==> config.mk <==
export PLATFORM = sky130hd
export DESIGN_NAME = energy_cal_apply
export DESIGN_NICKNAME = d
export VERILOG_FILES = /design/src/rtl/energy_cal_pkg.sv /design/src/rtl/energy_cal_delay.sv /design/src/rtl/energy_cal_apply.sv
export SDC_FILE = /design/constraint.sdc
export NUM_CORES = 2
export LEC_CHECK = 0
export CORE_UTILIZATION = 60
export CTS_BUF_LIST = sky130_fd_sc_hd__clkbuf_8
export CTS_CLUSTER_SIZE = 8
export DETAILED_ROUTE_END_ITERATION = 10
export PLACE_DENSITY = 0.8
export SLEW_MARGIN = 20
export SYNTH_ARGS = -nofsm -noshare
export SYNTH_HDL_FRONTEND = slang
export SYNTH_HIERARCHICAL = 1
export SYNTH_SLANG_ARGS = --single-unit
==> constraint.sdc <==
create_clock -name clk -period 9.25 [get_ports clk]
set_clock_uncertainty 0.2 [all_clocks]
set_input_delay 2.3125 -clock clk [delete_from_list [all_inputs] [get_ports clk]]
set_output_delay 2.3125 -clock clk [all_outputs]
set_load 0.005 [all_outputs]
==> src/rtl/energy_cal_pkg.sv <==
// Shared widths, coefficient-word field positions and saturation helpers
// for the per-photon energy calibration stage.
package energy_cal_pkg;
   localparam int CH_W   = 10;
   localparam int PH_W   = 16;
   localparam int E_W    = 24;
   localparam int ACC_W  = 28;
   localparam int FRAC   = 13;
   localparam int SQ_W   = 19;
   localparam int WORD_W = 64;

   // coefficient word: [63:48] c2, [47:24] c1, [23:0] c0, all signed
   localparam int C2_W   = 16;
   localparam int C2_LSB = 48;
   localparam int C1_W   = 24;
   localparam int C1_LSB = 24;
   localparam int C0_W   = 24;
   localparam int C0_LSB = 0;

   // accumulator does not fit in E_W signed bits
   function automatic logic acc_ovf(input logic signed [ACC_W-1:0] a);
      return !((&a[ACC_W-1:E_W-1]) || !(|a[ACC_W-1:E_W-1]));
   endfunction

   // clamp accumulator to the signed 24-bit energy range
   function automatic logic signed [E_W-1:0] sat24(input logic signed [ACC_W-1:0] a);
      if (!acc_ovf(a))       return a[E_W-1:0];
      else if (a[ACC_W-1])   return {1'b1, {(E_W-1){1'b0}}};
      else                   return {1'b0, {(E_W-1){1'b1}}};
   endfunction
endpackage

==> src/rtl/energy_cal_delay.sv <==
// Fixed-depth alignment shift register: a valid lane that is cleared by
// reset and an unreset data lane that simply follows along.
module energy_cal_delay #(
   parameter int W     = 1,
   parameter int DEPTH = 1
) (
   input  logic         clk,
   input  logic         rst_n,
   input  logic         vld_in,
   input  logic [W-1:0] d,
   output logic         vld_out,
   output logic [W-1:0] q
);
   logic [DEPTH-1:0]         vld_pipe;
   logic [DEPTH-1:0][W-1:0]  dat_pipe;

   // valid lane: in-flight events vanish on reset
   always_ff @(posedge clk or negedge rst_n) begin
      if (!rst_n) vld_pipe <= '0;
      else begin
         vld_pipe[0] <= vld_in;
         for (int k = 1; k < DEPTH; k++) vld_pipe[k] <= vld_pipe[k-1];
      end
   end

   // data lane: no reset, outputs are qualified by the valid lane
   always_ff @(posedge clk) begin
      dat_pipe[0] <= d;
      for (int k = 1; k < DEPTH; k++) dat_pipe[k] <= dat_pipe[k-1];
   end

   assign vld_out = vld_pipe[DEPTH-1];
   assign q       = dat_pipe[DEPTH-1];
endmodule

==> src/rtl/energy_cal_apply.sv <==
// Per-photon energy calibration: LUT lookup by channel, quadratic
// c2*ph^2 + c1*ph + c0 in fix_x_13, saturated to 24 bits, fixed latency.
module energy_cal_apply
   import energy_cal_pkg::*;
#(
   parameter int RAM_LAT = 3,
   parameter int SB_W    = 36
) (
   input  logic                clk,
   input  logic                rst_n,
   input  logic                in_valid,
   input  logic [CH_W-1:0]     in_ch,
   input  logic [PH_W-1:0]     in_ph,
   input  logic [SB_W-1:0]     in_sb,
   output logic                bram_en_a,
   output logic [CH_W-1:0]     bram_addr,
   output logic                bram_we,
   output logic [WORD_W-1:0]   bram_wr_data,
   input  logic [WORD_W-1:0]   bram_rd_data,
   output logic                out_valid,
   output logic [E_W-1:0]      out_energy,
   output logic                out_nocal,
   output logic [SB_W-1:0]     out_sb,
   input  logic                sat_clr,
   output logic [15:0]         sat_count
);
   localparam int P1_W  = C1_W + PH_W;   // c1*ph
   localparam int SQP_W = 2 * PH_W;      // ph*ph
   localparam int P2_W  = C2_W + SQ_W;   // c2*sq
   localparam int T1_W  = P1_W - FRAC;
   localparam int T2_W  = P2_W - FRAC;
   localparam int D1_W  = SB_W + SQ_W + PH_W;

   logic signed [PH_W-1:0]  ph_a, ph_rd;
   logic [SB_W-1:0]         sb_a, sb_rd, sb_m3;
   logic signed [SQ_W-1:0]  sq_a, sq_rd, sq_m1;
   logic                    v_rd, v_m3, nocal_rd, nocal_m3;
   logic signed [C2_W-1:0]  c2_rd, c2_m1;
   logic signed [C1_W-1:0]  c1_rd;
   logic signed [C0_W-1:0]  c0_rd, c0_m1, c0_m2;
   logic signed [P1_W-1:0]  p1;
   logic signed [T1_W-1:0]  t1;
   logic signed [T2_W-1:0]  t2;
   logic signed [ACC_W-1:0] acc;

   assign bram_we      = 1'b0;
   assign bram_wr_data = '0;

   // stage A: present the LUT read, capture the event payload
   always_ff @(posedge clk or negedge rst_n) begin
      if (!rst_n) begin
         bram_en_a <= 1'b0;
         bram_addr <= '0;
         ph_a      <= '0;
         sb_a      <= '0;
      end else begin
         bram_en_a <= in_valid;
         bram_addr <= in_ch;
         ph_a      <= in_ph;
         sb_a      <= in_sb;
      end
   end

   // squared term is formed while the RAM read is outstanding
   assign sq_a = SQ_W'((SQP_W'(ph_a) * SQP_W'(ph_a)) >>> FRAC);

   // hold ph/sq/sideband until the coefficient word returns
   energy_cal_delay #(.W(D1_W), .DEPTH(RAM_LAT)) u_dly_rd (
      .clk     (clk),
      .rst_n   (rst_n),
      .vld_in  (bram_en_a),
      .d       ({sb_a, sq_a, ph_a}),
      .vld_out (v_rd),
      .q       ({sb_rd, sq_rd, ph_rd})
   );

   assign c2_rd    = bram_rd_data[C2_LSB +: C2_W];
   assign c1_rd    = bram_rd_data[C1_LSB +: C1_W];
   assign c0_rd    = bram_rd_data[C0_LSB +: C0_W];
   assign nocal_rd = (bram_rd_data == '0);

   // carry valid, nocal and sideband through M1..M3
   energy_cal_delay #(.W(SB_W + 1), .DEPTH(3)) u_dly_m (
      .clk     (clk),
      .rst_n   (rst_n),
      .vld_in  (v_rd),
      .d       ({sb_rd, nocal_rd}),
      .vld_out (v_m3),
      .q       ({sb_m3, nocal_m3})
   );

   // M1..M3 datapath: multiply, rescale by 2^-13, sum
   always_ff @(posedge clk) begin
      p1    <= P1_W'(c1_rd) * P1_W'(ph_rd);
      c2_m1 <= c2_rd;
      c0_m1 <= c0_rd;
      sq_m1 <= sq_rd;
      t1    <= T1_W'(p1 >>> FRAC);
      t2    <= T2_W'((P2_W'(c2_m1) * P2_W'(sq_m1)) >>> FRAC);
      c0_m2 <= c0_m1;
      acc   <= ACC_W'(c0_m2) + ACC_W'(t1) + ACC_W'(t2);
   end

   // M4: output register, data forced to zero outside valid slots
   always_ff @(posedge clk or negedge rst_n) begin
      if (!rst_n) begin
         out_valid  <= 1'b0;
         out_energy <= '0;
         out_nocal  <= 1'b0;
         out_sb     <= '0;
      end else begin
         out_valid  <= v_m3;
         out_energy <= (v_m3 && !nocal_m3) ? sat24(acc) : '0;
         out_nocal  <= v_m3 && nocal_m3;
         out_sb     <= v_m3 ? sb_m3 : '0;
      end
   end

   // saturation counter: clear wins, sticks at all-ones
   always_ff @(posedge clk or negedge rst_n) begin
      if (!rst_n)                   sat_count <= '0;
      else if (sat_clr)             sat_count <= '0;
      else if (v_m3 && acc_ovf(acc) && sat_count != 16'hFFFF)
                                    sat_count <= sat_count + 16'd1;
   end
endmodule

==> impl_results.md <==
* Vias in the first global route at around 35000
* I/O pin total at between 200 and 300
* Hpwl dp at ~84 mm
* Worst hold path stage count at 0
* Mean Syn Cell Area at ~11 um2
* Post-layout min period at between 8 and 9 ns
* Final setup TNS at 0 ns
* Post-synth EDFFs at 0
* Reg2reg setup slack at approximately 1.9 ns
* Pin count of the biggest net entering global routing at between 70 and 80
* Fillers at about 6300
* Final setup margin at a little under 0.8 ns
* GRT overflow at 0
* Post-CTS setup buffer count at 0
* Detail Route Antenna Nets at 0
* Clk_lat worst skew at ~0.7 ns
* Mapped cell area at just over 50000 um2
* Max_slew headroom at 0.266
* Crit path kind: input port to flip-flop
* Yosys cell types at between 60 and 70
* Yosys warnings at 6
* Status: finished, final reports clean
* Critical path startpoint: bram_rd_data[41]
* DRT Pass-1 Iters at 5
* HP Start: u_dly_rd/q[17]
* Reg2reg path depth at 21
* H-tree level count at 3
* Detailed-route DRC error count at 0
* Non-filler cells, final at 6069
* Nets at about 6300
* # resized after CTS at 0
* Area added between synthesis and finish at 8.95%
* Worst setup SP type: input port
* Cells after Synth at 4780
* Total die area at around 85000 um2
* Unrepaired setup endpoints after global routing: false
* DR WL/cell at ~17 um
* CTS tree: yes
* RD Place Congestion at between 0.9 and 1
* Async set or reset register ratio after synthesis at 0.223
* Top fanout value on the critical path at 9
* Ys flop type: dfxtp_1
* FF-to-FF End: t2[21]
* Clk slew on worst S/H paths at 0.06 ns
* Starting Density at 0.605
* Inst Count DP at 5889
* Slew Limit Fails at 0
* Root Driver: clkbuf_8
* Port bufs at 218
* Floorplan core area at around 83000 um2
* Crit path DAT at just under 9 ns
* Vias per cell at ~5.1
* Die Span Y at approximately 300 um
* GRT Overall Usage at 0.262
* Tightest Pin Transition at approximately 1.1 ns
* Post-Route WL at around 110 mm
* CTS Hold Buffers Added at 0
* Die width at about 300 um
* Worst hold margin at between 0.09 and 0.1 ns
* Antenna violations before repair at 8
* First-pass GRT wire length at 175 mm
* Share of layout cells above drive strength 1 at 0.0419
* Worst path required time at about 9.6 ns
* FP Rows at approximately 110
* Setup violations, final at 0
* Inserted Clock Buffers at just over 100
* Top achievable clock speed at approximately 0.12 GHz
* Tightest Hold Check Type: flip-flop to flip-flop
* DRT iter0 DRCs at 1605
* Worst Hold Path EP: sq_m1[1]
* CP Capture Type: flip-flop
* Fin. Hold Viols at 0
* Synthesized flop and latch total at between 600 and 700
* Share of the yosys chip area belonging to registers at 0.275
* Crit share post-route at 0.915
* Reg2Reg Launch Point: c2_m1[4]
* Clock sink count at between 600 and 700
* # Max-Cap Violations at 0
* Worst-case clock buffer depth at 3
* DR vias at 31200
* Place WS at roughly 0.21 ns
[cells in the mapped netlist, drive strengths merged, types with 4 or more instances]
library cell	instances	area, um2
a21oi	63	319
clkbuf	131	492
or2	5	31.3
nand2b	20	125
a221oi	4	41.3
nor2b	11	68.8
a211oi	6	55.1
fa	944	18900
buf	175	1310
xnor2	95	832
o211ai	8	65.1
nand3	23	120
o21a	42	315
nand2	488	1830
o31ai	6	55.1
a21boi	5	37.5
dfxtp	511	10200
ha	291	3640
nor4	20	125
a21o	31	233
nor3	25	125
dfrtp	147	3680
and3	9	56.3
a31oi	4	25.0
nor2	129	484
o21ai	43	215
and2	338	2110
o21bai	7	52.6
inv	1106	4150
or3	11	68.8
nand4	19	119
xor2	28	245
[cell families (layout without fill, tap and decap cells)]
kind of cell / count (synthesis) / count (layout) / share of synthesized area
simple gates: 1107 / 1107 / 0.106
fa+ha+maj: 1235 / 1235 / 0.446
mux: 1 / 1 / 0.000198
compound gates: 243 / 243 / 0.0331
xor+xnor: 123 / 123 / 0.0213
buf+inv: 1412 / 1552 / 0.118
other cells: 1 / 70 / 0.0000743
flops: 658 / 658 / 0.275
[layout by cell type, fill, tap and decap left out, types with 62 or more instances in the layout]
cell             netlist  layout
nor2_1               129     129
and2_1               338     338
dfxtp_1              511     510
conb_1                 1      65
dfrtp_1              147     147
ha_1                 291     291
clkbuf_8               0     115
clkdlybuf4s50_1        0     217
a21oi_1               62      62
xnor2_1               95      95
nand2_1              488     488
inv_1               1106    1149
fa_1                 944     944
[registers in the layout, indices dropped and copies added (netlist names), 19 cells and up]
register           count
p1                    27
acc                   28
c0_m2                 24
t2                    22
out_energy            24
t1                    27
out_sb                36
u_dly_rd/q            71
u_dly_m/q             37
sq_m1                 19
sb_a                  36
c0_m1                 24
u_dly_m/dat_pipe      74
u_dly_rd/dat_pipe    142
[routing by layer]
layer / vias up / track usage / share of wire
li1: 14000 / - / -
met1: 15800 / 0.328 / 0.40
met2: 1098 / 0.449 / 0.49
met3: 267 / 0.0496 / 0.067
met4: 4 / 0.103 / 0.038
met5: - / 0 / 0.00026
[layout make-up]
cell class / count / area, um2 / area share
clock buffers: 115 / 1580 / 0.0288
clock inverters: 60 / 494 / 0.00898
repair buffers: 271 / 2620 / 0.0476
flip-flops and latches: 658 / 13900 / 0.253
well taps: 1080 / 1350 / 0.0246
diodes: 5 / 12.5 / 0.000227
multi-input cells: 2774 / 30900 / 0.562
inverters: 1106 / 4150 / 0.0754
[metrics by stage]
stage / area (um2) / util
after floorplan: 50700 / -
after global placement: 52900 / 0.634
after detailed placement: 52900 / 0.634
after CTS: 55000 / 0.659
after global routing: 55000 / 0.659
final: 55000 / 0.660
[worst max-delay path, cell delays in order]
cell and delay [ns]:
clkdlybuf4s50_1 0.69, and2_1 0.29, fa_1 0.54, inv_1 0.05, fa_1 0.48, fa_1 0.54, inv_1 0.06, fa_1 0.49
fa_1 0.50, inv_1 0.05, fa_1 0.48, inv_1 0.05, ha_1 0.33, o21a_1 0.13, o21a_1 0.19, o21ai_0 0.28
o31ai_1 0.16, a311oi_2 0.45, o21ai_1 0.19, a21oi_1 0.30, o21bai_1 0.11, xor2_1 0.15
[how the worst max path moves through the flow]
stage | slack (ns) | endpoint | cells after the start
after detailed placement | 0.21 | p1[34] | 22
after CTS | 0.92 | p1[34] | 22
after global routing | 0.60 | p1[34] | 22
after global placement | 0.28 | p1[34] | 22
final | 0.79 | p1[34] | 22
after floorplan | 0.96 | p1[34] | 22
Power is not shown: default switching activity piles up to over one toggle a cycle in this logic, so the estimate is an artifact.
